--- src/rtl/loader_pkg.sv ---
// Shared types and constants for the program loader.
// Checksum support is enabled by the LOADER_CHECKSUM_EN macro.
package loader_pkg;

    localparam int unsigned LOADER_BYTES_PER_WORD = 4;

    typedef logic [31:0] arch_reg_t;

    typedef enum logic [2:0] {
        StLen,
        StData,
        StWrite,
        StCheck,
        StDone,
        StError
    } loader_state_t;

endpackage

--- src/rtl/byte_assembler.sv ---
// Little-endian byte-to-word shifter: the first byte lands in bits [7:0].
// o_word/o_word_valid are combinational on the 4th accepted byte.
module byte_assembler
    import loader_pkg::*;
(
    input  logic      clock,
    input  logic      reset,
    input  logic      i_clear,
    input  logic      i_valid,
    input  logic [7:0] i_byte,
    output arch_reg_t o_word,
    output logic      o_word_valid
);

    logic [1:0]  r_idx;
    logic [23:0] r_shift;
    logic        w_last;

    assign w_last       = (r_idx == 2'(LOADER_BYTES_PER_WORD - 1));
    assign o_word       = {i_byte, r_shift};
    assign o_word_valid = i_valid && w_last;

    always_ff @(posedge clock) begin
        if (!reset || i_clear) begin
            r_idx   <= '0;
            r_shift <= '0;
        end else if (i_valid) begin
            r_shift <= {i_byte, r_shift[23:8]};
            r_idx   <= r_idx + 2'd1;
        end
    end

endmodule

--- src/rtl/program_loader.sv ---
// Streams a length-prefixed little-endian image into the core setup port.
// Define LOADER_CHECKSUM_EN to require a trailing 32-bit sum of all data words.
module program_loader
    import loader_pkg::*;
#(
    parameter logic [31:0] BASE_ADDR = 32'h0000_0000,
    parameter int unsigned MAX_WORDS = 4096
) (
    input  logic        clock,
    input  logic        reset,
    input  logic        in_valid,
    input  logic [7:0]  in_data,
    output logic        in_ready,
    output logic        setup_write,
    output arch_reg_t   setup_address,
    output arch_reg_t   setup_data_in,
    output logic        core_hold,
    output logic        load_done,
    output logic        load_error,
    output logic [31:0] words_loaded
);

    loader_state_t r_state;
    logic [31:0]   r_n;
    logic [31:0]   r_words_loaded;
    logic          r_setup_write;
    arch_reg_t     r_setup_address;
    arch_reg_t     r_setup_data;
    logic          r_core_hold;
    logic          r_load_done;
    logic          r_load_error;
`ifdef LOADER_CHECKSUM_EN
    arch_reg_t     r_checksum;
`endif

    logic      w_accept;
    logic      w_clear;
    logic      w_word_valid;
    arch_reg_t w_word;

    assign in_ready = (r_state == StLen) || (r_state == StData) || (r_state == StCheck);
    assign w_accept = in_valid && in_ready;
    assign w_clear  = (r_state == StDone) || (r_state == StError);

    byte_assembler u_byte_assembler (
        .clock        (clock),
        .reset        (reset),
        .i_clear      (w_clear),
        .i_valid      (w_accept),
        .i_byte       (in_data),
        .o_word       (w_word),
        .o_word_valid (w_word_valid)
    );

    always_ff @(posedge clock) begin
        if (!reset) begin
            r_state         <= StLen;
            r_n             <= '0;
            r_words_loaded  <= '0;
            r_setup_write   <= 1'b0;
            r_setup_address <= '0;
            r_setup_data    <= '0;
            r_core_hold     <= 1'b1;
            r_load_done     <= 1'b0;
            r_load_error    <= 1'b0;
`ifdef LOADER_CHECKSUM_EN
            r_checksum      <= '0;
`endif
        end else begin
            r_setup_write <= 1'b0;
            case (r_state)
                StLen: begin
                    if (w_word_valid) begin
                        r_n <= w_word;
                        if (w_word == '0) begin
`ifdef LOADER_CHECKSUM_EN
                            r_state     <= StCheck;
`else
                            r_state     <= StDone;
                            r_core_hold <= 1'b0;
                            r_load_done <= 1'b1;
`endif
                        end else if (w_word > arch_reg_t'(MAX_WORDS)) begin
                            r_state      <= StError;
                            r_load_error <= 1'b1;
                        end else begin
                            r_state <= StData;
                        end
                    end
                end
                StData: begin
                    if (w_word_valid) begin
                        r_setup_write   <= 1'b1;
                        r_setup_address <= BASE_ADDR
                                         + r_words_loaded * arch_reg_t'(LOADER_BYTES_PER_WORD);
                        r_setup_data    <= w_word;
                        r_state         <= StWrite;
                    end
                end
                StWrite: begin
                    r_words_loaded <= r_words_loaded + 32'd1;
`ifdef LOADER_CHECKSUM_EN
                    r_checksum     <= r_checksum + r_setup_data;
`endif
                    if (r_words_loaded + 32'd1 < r_n) begin
                        r_state <= StData;
                    end else begin
`ifdef LOADER_CHECKSUM_EN
                        r_state     <= StCheck;
`else
                        r_state     <= StDone;
                        r_core_hold <= 1'b0;
                        r_load_done <= 1'b1;
`endif
                    end
                end
`ifdef LOADER_CHECKSUM_EN
                StCheck: begin
                    if (w_word_valid) begin
                        if (w_word == r_checksum) begin
                            r_state     <= StDone;
                            r_core_hold <= 1'b0;
                            r_load_done <= 1'b1;
                        end else begin
                            r_state      <= StError;
                            r_load_error <= 1'b1;
                        end
                    end
                end
`endif
                default: begin
                    // DONE and ERROR are terminal until reset.
                    r_state <= r_state;
                end
            endcase
        end
    end

    assign setup_write   = r_setup_write;
    assign setup_address = r_setup_address;
    assign setup_data_in = r_setup_data;
    assign core_hold     = r_core_hold;
    assign load_done     = r_load_done;
    assign load_error    = r_load_error;
    assign words_loaded  = r_words_loaded;

endmodule

--- config.mk ---
export PLATFORM = sky130hd
export DESIGN_NAME = program_loader
export DESIGN_NICKNAME = d
export VERILOG_FILES = /design/src/rtl/loader_pkg.sv /design/src/rtl/byte_assembler.sv /design/src/rtl/program_loader.sv
export SDC_FILE = /design/constraint.sdc
export NUM_CORES = 1
export LEC_CHECK = 0
export ABC_AREA = 0
export CORE_UTILIZATION = 49
export CTS_CLUSTER_DIAMETER = 150
export DETAILED_ROUTE_END_ITERATION = 8
export PLACE_DENSITY = 0.77
export SYNTH_ARGS = -nofsm -noshare
export SYNTH_HDL_FRONTEND = slang
export SYNTH_SLANG_ARGS = --single-unit
--- constraint.sdc ---
create_clock -name clock -period 2.9 [get_ports clock]
set_input_delay 0.725 -clock clock [delete_from_list [all_inputs] [get_ports clock]]
set_output_delay 0.725 -clock clock [all_outputs]
set_load 0.005 [all_outputs]
==> results of run 1 <==
where the power goes:
| part | total, mW | switching, mW | internal (mW) |
|---|---|---|---|
| clock | 2.10 | 0.849 | 1.25 |
| sequential | 2.23 | 0.0242 | 2.20 |
| combinational | 0.144 | 0.0930 | 0.0510 |
cells in the mapped netlist (all sizes together), types with 2 or more instances:
master	n
and4	7
nor3	6
nor2	46
a21oi	155
and2	2
xnor2	17
a2111oi	2
or2	2
nand4	14
o21ai	27
clkbuf	34
nand3	21
ha	33
and3	5
nand2	272
xor2	29
nor4	7
or3	17
inv	40
dfxtp	159
buf	19
registers in the layout, indices dropped and copies added, names as in the netlist:
name / flops
r_n: 32
setup_data_in: 32
words_loaded: 32
setup_address: 30
u_byte_assembler.r_shift: 24
r_state: 3
u_byte_assembler.r_idx: 2
core_hold: 1
load_done: 1
load_error: 1
setup_write: 1
cell type report:
class	instances	area, µm²
inverter	40	151.4
fill	1112	4548
timing repair buffer	181	1657
sequential	159	3192
clock inverter	4	25.02
tap	180	225.2
multi-input combinational	676	3711
clock buffer	27	533.0
metrics by stage:
stage / hold slack, ps / TNS, ps / cell area, µm²
after floorplan: 436.3 / 0 / 7122
after global placement: 442.2 / 0 / 8758
after detailed placement: 446.5 / -115.9 / 8758
after CTS: 454.5 / 0 / 9343
after global routing: 467.6 / -155.8 / 9494
final: 451.4 / 0 / 9494
repair_timing:
| action | CTS | global route |
|---|---|---|
| setup buffers | 2 | 2 |
| endpoints found under the setup margin | 2 | 4 |
| pin swaps | 7 | 10 |
| gates resized for setup | 3 | 39 |
| gates cloned | 0 | 0 |
worst reg2reg max path, cell delays in order (launching register included):
cell	delay, ps
dfxtp_1	380
ha_1	190
and3_1	220
buf_12	140
nand3_2	150
nor2_2	170
xor2_1	180
ha_1	270
nand2_1	80
o21ai_2	70
a2111oi_4	390
nand2_2	130
buf_4	140
nor2_1	100
a21oi_1	80
cell families (layout without fill, tap and decap cells):
logic type               after synthesis  after routing  synth area share [%]
AND/OR/NAND/NOR                      401            401                 24.16
AO/OA/AOI/OAI                        194            194                 14.27
flip-flops                           159            159                 44.76
buffers and inverters                 93            252                 5.295
XOR/XNOR                              46             46                 5.665
adder cells (fa/ha/maj)               33             33                 5.806
other                                  1              2               0.05273
final timing paths:
| kind | slack [ps] | end | start |
|---|---|---|---|
| setup / recovery | 80 | load_done$_SDFFE_PN0P_ | words_loaded[1]$_SDFFE_PN0P_ |
| hold / removal | 450 | setup_address[17]$_SDFFE_PN0P_ | setup_address[17]$_SDFFE_PN0P_ |
| hold reg to reg | 450 | setup_address[17]$_SDFFE_PN0P_ | setup_address[17]$_SDFFE_PN0P_ |
| setup reg to reg | 80 | load_done$_SDFFE_PN0P_ | words_loaded[1]$_SDFFE_PN0P_ |
routing by layer:
| metal | track usage, % | wire, µm | up-vias |
|---|---|---|---|
| met5 | 0 | 0 | - |
| met4 | 8.384 | 326 | 0 |
| met3 | 5.251 | 997 | 24 |
| met2 | 42.49 | 9380 | 214 |
| met1 | 32.93 | 8132 | 3226 |
| li1 | - | - | 3377 |
==> impl_metrics.ini, run 1 <==
[route]
initialDrtViolationCount = 522
drt_wl_total_um = 18840
vias_per_cell = 5.399
wl_per_cell_um = 14.87
num_vias = 6841
drc = 0
postRouteAntennaNets = 0
drt-pass1-iter-count = 5

[pwr]
p_leak_nw = 3.489
powerDensity_nw_per_um2 = 470.3
ir_drop_uv = 331.6
total_power_mw = 4.465

[setup_path]
crit_slowest_cell = a2111oi_4
r2r_cells = 14
cp_max_fo = 10
cp_num_cells = 14
cp_cell_sequence = ha_1 -> and3_1 -> buf_12 -> nand3_2 -> nor2_2 -> xor2_1 -> ha_1 -> nand2_1 -> o21ai_2 -> a2111oi_4 -> nand2_2 -> buf_4 -> nor2_1 -> a21oi_1
max_stage_delay_ps = 390
start_kind = register
worst_path_dominant_cell_family = simple AND/OR/NAND/NOR gates
worstPathRequired_ps = 3210
cp_common_cell = ha_1
worst_ep_arrival_time_ps = 3130
critPathCaptureType = register
path_class = register to register
cp.buffers_inverters = 2

[logic_synthesis]
synthArstFlopShare_pct = 0
ys_top_cells_by_area = dfxtp_1, nand2_1, a21oi_1
yosys_most_used_dff = dfxtp_1
synth_area_per_cell_um2 = 7.672
ys_ff_latch = 159
netlist_instances = 927
synth-seq-area-share_pct = 44.76
synth_cell_types = 41
synth_edf_count = 0
yosysTopAreaCellShare_pct = 44.76
netlist_area_um2 = 7112
yosysWarnings = 0
yosysTopAreaCell = dfxtp_1

[sta]
finalSetupViolCount = 0
fmax_mhz = 355.1
fin_crit_sh_pct = 97.12
hold_viol_final = 0
slew_viol_final = 0
skew_ps = 4.245
rsz0062_at_grt = true
setup_ws_ps = 83.53
tightest_slew_ps = 831.3
max_slew_margin_pct = 44.44
period_needed_ps = 2816

[min_path]
hold_depth = 2
hp-class = register to register

[floorplanning]
rows = 43
core_um2 = 14040
dieArea_um2 = 15000
io_pins = 112
start_util_pct = 50.65
die_h_um = 122.5
die_x_um = 122.5

[layout]
final_common_cell = nand2_1
area_delta_synth_final_pct = 33.50
stdcell_count = 1267
utilization_pct = 67.61
layout-drive-gt1-share_pct = 12.88
nets = 1119
antennaDiodeCount = 0
mostFrequentLayoutCells = nand2_1, a21oi_1, dfxtp_1

[placed_design]
routabilityCongestion = 0.8717
preCtsSetupSlack_ps = -81.88
portBuffers = 109
hpwl_um = 12730
dp_cells = 1232

[status]
status = finished clean

[grt]
grt_overflow = 0
grt_first_pass_wirelength_um = 29840
grt_max_degree = 44
grt_pass1_vias = 6130
antenna_found_initial = 0
gr-usage-all-layers_pct = 25.55

[job]
max_cap_viol_count = 0

[clock_network]
postCtsHoldBufs = 0
htreeDepth = 4
tritoncts = yes
clk_pin_slew_ps = 60
numCtsBuffers = 17
cts.sinks = 159
clockBufferDepth = 2
cts_root_buffer = clkbuf_16
clk_latency_ps = 420
Note: power is estimated with default switching activity, not from simulation.
==> inputs of run 2 (changes only) <==
- PLACE_DENSITY: 0.77 -> 0.78
==> impl_metrics.ini, run 2 (synthesized netlist as in run 1, its figures left out) <==
[floorplanning]
die_x_um = 122.5
start_util_pct = 50.65
rows = 43
io_pins = 112
die_h_um = 122.5
core_um2 = 14040
dieArea_um2 = 15000

[clock_network]
tritoncts = yes
cts.sinks = 159
numCtsBuffers = 17
clockBufferDepth = 2
clk_latency_ps = 430
postCtsHoldBufs = 0
clk_pin_slew_ps = 60
cts_root_buffer = clkbuf_16
htreeDepth = 4

[route]
postRouteAntennaNets = 0
wl_per_cell_um = 15.07
drt-pass1-iter-count = 5
drc = 0
vias_per_cell = 5.430
num_vias = 6864
drt_wl_total_um = 19050
initialDrtViolationCount = 491

[layout]
stdcell_count = 1264
mostFrequentLayoutCells = nand2_1, a21oi_1, dfxtp_1
fillerInstances = 1101
utilization_pct = 67.87
final_common_cell = nand2_1
nets = 1117
final_area_um2 = 9530
antennaDiodeCount = 0
layout-drive-gt1-share_pct = 12.08
area_delta_synth_final_pct = 34.01

[placed_design]
dp_cells = 1229
hpwl_um = 12700
dpl_cell_area_um2 = 8761
portBuffers = 109
routabilityCongestion = 0.8339

[sta]
finalSetupViolCount = 2
tightest_slew_ps = 845.8
fmax_mhz = 342.8
hold_viol_final = 0
rsz0062_at_grt = true
fin_crit_sh_pct = 100.6
skew_ps = 7.276
setup_ws_ps = -16.89
slew_viol_final = 0
period_needed_ps = 2917
max_slew_margin_pct = 43.47

[grt]
gr-usage-all-layers_pct = 26.22
grt_pass1_vias = 6441
antenna_found_initial = 0
grt_max_degree = 62
grt_first_pass_wirelength_um = 30780
grt_overflow = 0

[setup_path]
worst_ep_arrival_time_ps = 3210
cp_common_cell = and4_4
timing.rr.end = r_state[2]$_SDFFE_PN0P_
r2r_cells = 12
start_kind = register
cp_cell_sequence = and4_4 -> and4_4 -> nand3_4 -> nor2_1 -> xor2_1 -> ha_1 -> a21oi_1 -> o21ai_2 -> a2111oi_4 -> nand2_2 -> a31oi_4 -> a2111oi_2
worstPathRequired_ps = 3190
path_class = register to register
r2r_start = words_loaded[8]$_SDFFE_PN0P_
max_stage_delay_ps = 370
crit_slowest_cell = a2111oi_4
r2r_slack_ps = -20
cp_max_fo = 5
critPathCaptureType = register

[pwr]
ir_drop_uv = 370.8
total_power_mw = 4.656
p_leak_nw = 3.511
powerDensity_nw_per_um2 = 488.6

[job]
max_cap_viol_count = 0

[min_path]
hp-class = register to register
min_to = setup_address[20]$_SDFFE_PN0P_
hold_depth = 2
hp-start = setup_address[20]$_SDFFE_PN0P_

[status]
failed_checks = negative setup slack
status = finished, violations left
[run 2: cell count changes in the layout (fill, tap and decap cells not counted), moves of 3 or more]
cell,delta
dfxtp_2,-3
clkbuf_8,-3
bufinv_16,+3
o21ai_1,+3
dfxtp_1,+3
buf_4,-5
[run 2: worst max-delay path by stage]
stage / startpoint / to / slack (ps) / depth (start not counted)
finish: words_loaded[8]$_SDFFE_PN0P_ / r_state[2]$_SDFFE_PN0P_ / -20 / 12
global route: words_loaded[15]$_SDFFE_PN0P_ / r_state[2]$_SDFFE_PN0P_ / -140 / 12
CTS: words_loaded[17]$_SDFFE_PN0P_ / r_state[0]$_SDFFE_PN0P_ / 1 / 12
detailed placement: words_loaded[11]$_SDFFE_PN0P_ / r_state[2]$_SDFFE_PN0P_ / -180 / 13
global placement: words_loaded[10]$_SDFFE_PN0P_ / r_state[2]$_SDFFE_PN0P_ / 50 / 12
floorplan: words_loaded[4]$_SDFFE_PN0P_ / r_state[2]$_SDFFE_PN0P_ / 50 / 14
[run 2: where the power goes]
| part | leakage (nW) | internal, mW | switching (mW) |
|---|---|---|---|
| Combinational | 1.93 | 0.0528 | 0.0957 |
| Sequential | 1.28 | 2.20 | 0.0237 |
| Clock | 0.293 | 1.44 | 0.847 |
| Total | 3.51 | 3.69 | 0.966 |
[run 2: per-layer routing]
| layer | part of all wire [%] | wire length [µm] | global-route usage (%) |
|---|---|---|---|
| met3 | 5.0 | 954 | 5.530 |
| met2 | 49 | 9402 | 43.86 |
| met5 | 0 | 0 | 0 |
| met1 | 43 | 8110 | 32.44 |
| met4 | 3.1 | 582 | 11.36 |
[run 2: final cells by class]
type	instances	area (µm²)	share of cell area, %
Sequential cell	159	3188	33.45
Clock buffer	25	495.5	5.199
Clock inverter	5	103.9	1.090
Tap cell	180	225.2	2.363
Timing Repair Buffer	179	1670	17.53
Inverter	40	151.4	1.589
Multi-Input combinational cell	676	3696	38.78
[run 2: per-stage QoR]
stage | hold WS [ps] | setup WS, ps | setup TNS, ps
4_1_cts | 454.6 | 1.326 | 0
3_5_place_dp | 446.5 | -184.6 | -258.7
2_1_floorplan | 436.3 | 49.34 | 0
5_1_grt | 469.0 | -139.0 | -364.3
3_3_place_gp | 441.1 | 48.55 | 0
6_report | 452.0 | -16.89 | -20.77
[run 2: critical path: cells and delay by family, from the launching register on]
family | cells | cell delay, ps
adder cells (fa/ha/maj) | 1 | 290
XOR/XNOR | 1 | 170
AND/OR/NAND/NOR | 5 | 930
AO/OA/AOI/OAI | 5 | 1050
flip-flops | 1 | 330
[run 2: repair_timing]
item,CTS,global route
gates resized for setup,16,26
pin swaps,5,14
setup buffers,0,5
hold endpoints to repair,0,0
endpoints found under the setup margin,2,4
==> inputs of run 3 (changes only) <==
- CAP_MARGIN: unset -> 20
==> results of run 3 <==
No change in the layout: final DEF, timing and power equal those of run 2.
